## src/rtl/seq_arith_unit.sv

```systemverilog
// Multi-cycle unsigned arithmetic unit: single-cycle add/sub, iterative shift-add multiply
// and restoring divide (one bit per cycle), with valid/ready handshakes on both sides.
module seq_arith_unit #(
  parameter int WIDTH = 8
) (
  input  logic             clk,
  input  logic             rst,
  input  logic             in_valid,
  output logic             in_ready,
  input  logic [1:0]       op,
  input  logic [WIDTH-1:0] a,
  input  logic [WIDTH-1:0] b,
  output logic             out_valid,
  input  logic             out_ready,
  output logic [WIDTH-1:0] res_lo,
  output logic [WIDTH-1:0] res_hi,
  output logic             carry,
  output logic             div_zero
);

  localparam int CW = $clog2(WIDTH + 1);

  typedef enum logic [1:0] {IDLE, BUSY, DONE} state_t;

  state_t           state_reg, state_next;
  logic             is_div_reg, is_div_next;
  logic [WIDTH-1:0] opb_reg, opb_next;
  // hi/lo hold accumulator+multiplier for mul, partial remainder+dividend/quotient for div
  logic [WIDTH-1:0] hi_reg, hi_next;
  logic [WIDTH-1:0] lo_reg, lo_next;
  logic [CW-1:0]    cnt_reg, cnt_next;
  logic [WIDTH-1:0] res_lo_reg, res_lo_next;
  logic [WIDTH-1:0] res_hi_reg, res_hi_next;
  logic             carry_reg, carry_next;
  logic             div_zero_reg, div_zero_next;

  logic [WIDTH:0]   add_sum;
  logic [WIDTH:0]   sub_diff;
  logic [WIDTH:0]   mul_sum;
  logic [WIDTH:0]   div_shift;
  logic [WIDTH:0]   div_trial;
  logic             div_fit;
  logic [WIDTH-1:0] hi_step;
  logic [WIDTH-1:0] lo_step;

  always_ff @(posedge clk or posedge rst) begin
    if (rst) begin
      state_reg    <= IDLE;
      is_div_reg   <= 1'b0;
      opb_reg      <= '0;
      hi_reg       <= '0;
      lo_reg       <= '0;
      cnt_reg      <= '0;
      res_lo_reg   <= '0;
      res_hi_reg   <= '0;
      carry_reg    <= 1'b0;
      div_zero_reg <= 1'b0;
    end else begin
      state_reg    <= state_next;
      is_div_reg   <= is_div_next;
      opb_reg      <= opb_next;
      hi_reg       <= hi_next;
      lo_reg       <= lo_next;
      cnt_reg      <= cnt_next;
      res_lo_reg   <= res_lo_next;
      res_hi_reg   <= res_hi_next;
      carry_reg    <= carry_next;
      div_zero_reg <= div_zero_next;
    end
  end

  always_comb begin
    add_sum   = {1'b0, a} + {1'b0, b};
    sub_diff  = {1'b0, a} - {1'b0, b};
    mul_sum   = {1'b0, hi_reg} + (lo_reg[0] ? {1'b0, opb_reg} : '0);
    // Remainder stays below the divisor, so bit WIDTH of the trial is a clean borrow flag
    div_shift = {hi_reg, lo_reg[WIDTH-1]};
    div_trial = div_shift - {1'b0, opb_reg};
    div_fit   = ~div_trial[WIDTH];
    if (is_div_reg) begin
      hi_step = div_fit ? div_trial[WIDTH-1:0] : div_shift[WIDTH-1:0];
      lo_step = {lo_reg[WIDTH-2:0], div_fit};
    end else begin
      hi_step = mul_sum[WIDTH:1];
      lo_step = {mul_sum[0], lo_reg[WIDTH-1:1]};
    end
  end

  always_comb begin
    state_next    = state_reg;
    is_div_next   = is_div_reg;
    opb_next      = opb_reg;
    hi_next       = hi_reg;
    lo_next       = lo_reg;
    cnt_next      = cnt_reg;
    res_lo_next   = res_lo_reg;
    res_hi_next   = res_hi_reg;
    carry_next    = carry_reg;
    div_zero_next = div_zero_reg;
    case (state_reg)
      IDLE: begin
        if (in_valid) begin
          is_div_next = op[0];
          opb_next    = b;
          hi_next     = '0;
          lo_next     = a;
          case (op)
            2'b00: begin
              res_lo_next   = add_sum[WIDTH-1:0];
              res_hi_next   = '0;
              carry_next    = add_sum[WIDTH];
              div_zero_next = 1'b0;
              state_next    = DONE;
            end
            2'b01: begin
              res_lo_next   = sub_diff[WIDTH-1:0];
              res_hi_next   = '0;
              carry_next    = sub_diff[WIDTH];
              div_zero_next = 1'b0;
              state_next    = DONE;
            end
            default: begin
              if (op[0] && (b == '0)) begin
                res_lo_next   = '1;
                res_hi_next   = a;
                carry_next    = 1'b0;
                div_zero_next = 1'b1;
                state_next    = DONE;
              end else begin
                cnt_next   = CW'(WIDTH);
                state_next = BUSY;
              end
            end
          endcase
        end
      end
      BUSY: begin
        hi_next  = hi_step;
        lo_next  = lo_step;
        cnt_next = cnt_reg - 1'b1;
        if (cnt_reg == CW'(1)) begin
          res_lo_next   = lo_step;
          res_hi_next   = hi_step;
          carry_next    = 1'b0;
          div_zero_next = 1'b0;
          state_next    = DONE;
        end
      end
      DONE: begin
        if (out_ready) state_next = IDLE;
      end
      default: state_next = IDLE;
    endcase
  end

  assign in_ready  = (state_reg == IDLE);
  assign out_valid = (state_reg == DONE);
  assign res_lo    = res_lo_reg;
  assign res_hi    = res_hi_reg;
  assign carry     = carry_reg;
  assign div_zero  = div_zero_reg;

endmodule

```

## config.mk

```make
export PLATFORM = sky130hd
export DESIGN_NAME = seq_arith_unit
export DESIGN_NICKNAME = d
export VERILOG_FILES = /design/src/rtl/seq_arith_unit.sv
export SDC_FILE = /design/constraint.sdc
export NUM_CORES = 1
export LEC_CHECK = 0
export ABC_AREA = 1
export BUFFER_PORTS_ARGS = -buffer_cell sky130_fd_sc_hd__buf_2
export CORE_ASPECT_RATIO = 0.8
export CORE_MARGIN = 2
export CORE_UTILIZATION = 40
export DETAILED_ROUTE_END_ITERATION = 8
export SYNTH_ARGS = -nofsm -noshare
export SYNTH_HDL_FRONTEND = slang
export SYNTH_SLANG_ARGS = --single-unit
```

## constraint.sdc

```tcl
create_clock -name clk -period 2.6 [get_ports clk]
set_input_delay 0.39 -clock clk [delete_from_list [all_inputs] [get_ports clk]]
set_output_delay 0.39 -clock clk [all_outputs]
set_load 0.05 [all_outputs]
```

==> results.py <==
metrics = {
    "timing": {
        "hold_viol": 0,
        "slew_violations": 0,
        "finalSetupViolCount": 0,
        "max_freq_ghz": 0.427,
        "worstMarginPinSlew_ps": 546,
        "tns_ps": 0,
        "slew_headroom_pct": 63.2,
        "fin_crit_ps": 2340,
        "setup_ws_ps": 256,
        "post-route-period-util_pct": 90.1,
        "rsz0062_at_grt": "false",
        "finalClockSkew_ps": 8.42,
    },
    "route": {
        "ant_nets": 0,
        "vias": 3842,
        "drt_first_pass_iters": 4,
        "drt-initial-drc-count": 326,
        "drc_errors": 0,
        "routed-wl-met2_um": 4620,
        "via_per_inst": 5.02,
        "wirelength_met1_um": 5970,
        "wl_per_cell_um": 14.7,
        "drt-total-wl_um": 11300,
        "met3_length_um": 629,
        "top_layer": "met4",
    },
    "outcome": {
        "status": "complete, no violations",
    },
    "place": {
        "place_congestion": 0.932,
        "portBuffers": 41,
        "dp_slack_ps": 303,
        "post-place-cells": 758,
        "dp_hpwl_um": 9000,
    },
    "pwr": {
        "p_leak_nw": 2.57,
        "ir_drop_v": 0.000412,
        "power.density_mw_per_mm2": 1320,
    },
    "finish": {
        "mostFrequentLayoutCell": "nand2_1",
        "nets": 690,
        "stdcell_count": 766,
        "syn_to_final_growth_pct": 11.3,
        "layout_common_cells": "161 x nand2_1, 99 x inv_1, 49 x dfrtp_1",
        "num_antenna_cells": 0,
        "drive_above_1_share_pct": 11.1,
    },
    "critical_path": {
        "critPathLaunchType": "register",
        "path_class": "register to register",
        "rr_startpoint": "lo_reg[7]",
        "crit_fanout": 10,
        "cp-end-kind": "register",
        "cp_data_arrival_time_ps": 2520,
        "r2r_end": "res_lo[0]",
        "cp_data_required_time_ps": 2780,
        "ff2ff_setup_slack_ps": 260,
        "rr_worst_depth": 13,
    },
    "yosys": {
        "syn_avg_cell_area_um2": 6.92,
        "synth_edf_count": 0,
        "ys_seq_elements": 49,
        "synth-main-ff-cell": "dfrtp_1",
        "syn-cell-area_mm2": 0.00408,
        "synth_seq_area_share_pct": 30.0,
        "synth_cell_types": 42,
        "ys_warn_count": 0,
        "synthesis.nets": 651,
        "synth_cells": 590,
        "synthArstFlopShare_pct": 100,
    },
    "cts": {
        "cts_tree": "built",
        "cts_setup_buffers": 0,
        "htreeDepth": 2,
        "clock_path_buffers": 2,
        "holdBufCountCts": 0,
        "clk_pin_slew_ps": 70,
        "cts_root_buf": "clkbuf_16",
        "cts_inserted_buffers": 5,
        "clock_sink_count": 49,
        "cts_resized": 0,
        "clk_latency_ps": 290,
    },
    "die": {
        "coreArea_mm2": 0.00977,
        "start_util_pct": 41.8,
        "io_pins": 42,
        "die_h_um": 94.4,
        "std_cell_rows": 32,
        "die_area_mm2": 0.0110,
        "die_w_um": 117,
    },
    "global_routing": {
        "grt_first_pass_wirelength_um": 18200,
        "grtUsageTotal_pct": 21.2,
        "grt_overflow": 0,
        "first_global_vias": 3534,
        "grt_max_degree": 26,
        "antenna_found_initial": 0,
    },
    "hold_path": {
        "hp-class": "primary input to asynchronous set/reset pin",
    },
    "job": {
        "drv_cap": 0,
    },
}
-- Yosys cell counts (3+ instances only) --
library cell,count,area (um2)
clkbuf_1,5,18.8
fa_1,4,80.1
nor2_1,35,131
o21ai_1,7,35.0
a211oi_1,3,22.5
buf_2,5,25.0
o22ai_1,3,18.8
a21oi_1,34,170
xnor2_1,3,26.3
buf_6,4,45.0
a21boi_1,8,60.1
nand4_1,7,43.8
nand3_1,41,205
o211ai_1,5,37.5
dfrtp_1,49,1230
nand2_1,161,604
o21ai_0,39,195
inv_2,5,18.8
inv_1,100,375
xor2_1,8,70.1
ha_1,35,438
nor3_1,4,20.0
-- power by group --
group | internal (W) | leakage [nW] | switching (W)
Clock | 0.000359 | 0.0652 | 0.000272
Combinational | 0.00124 | 1.90 | 0.00267
Sequential | 0.00113 | 0.599 | 0.000320
Total | 0.00273 | 2.57 | 0.00326
-- layout make-up --
cell class              count  area, um2
clock buffers               8        136
fillers                  1065       5220
inverters                 107        402
multi-input cells         419       2360
flip-flops and latches     49       1230
well taps                 136        170
repair buffers             47        250
-- per-stage QoR --
step / power [W] / instance area, um2 / hold slack (ps) / util (%)
2_1_floorplan: 0.00446 / 4080 / 470 / -
3_3_place_gp: 0.00529 / 4410 / 363 / 45.1
3_5_place_dp: 0.00533 / 4410 / 372 / 45.1
4_1_cts: 0.00598 / 4550 / 66.4 / 46.5
5_1_grt: 0.00657 / 4550 / 76.7 / 46.5
6_report: 0.00599 / 4550 / 51.2 / 46.5
-- worst max path at each step --
stage | startpoint | depth (start not counted) | to | slack (ps)
after floorplan | lo_reg[7] | 16 | hi_reg[7] | 610
after global placement | lo_reg[7] | 13 | res_lo[0] | 390
final | lo_reg[7] | 13 | res_lo[0] | 260
after global routing | lo_reg[7] | 15 | res_hi[5] | 20
after CTS | lo_reg[7] | 13 | res_lo[0] | 280
after detailed placement | lo_reg[7] | 13 | res_lo[0] | 300
-- kinds of logic after synthesis --
group | count (synthesis) | share of synthesized area, %
simple gates | 260 | 27.6
compound gates | 109 | 15.2
buf+inv | 122 | 12.1
fa+ha+maj | 39 | 12.7
flops | 49 | 30.0
xor+xnor | 11 | 2.36
-- worst max-delay path, stage by stage (launching register included) --
cell,delay [ps]
dfrtp_1,390
inv_1,80
ha_1,150
inv_1,80
fa_1,400
nand2_1,100
nand2_1,100
nand3_2,110
nand2_1,70
nand2_2,170
nand2_4,110
o21ai_1,240
nand3_1,120
o21a_1,110
-- metal layers --
layer / up-vias / GRT usage [%]
met1: 1771 / 34.1
met2: 117 / 30.2
met4: 0 / 3.43
li1: 1950 / -
met3: 4 / 3.15
met5: - / 0
Power figures use the tool's default switching activity.
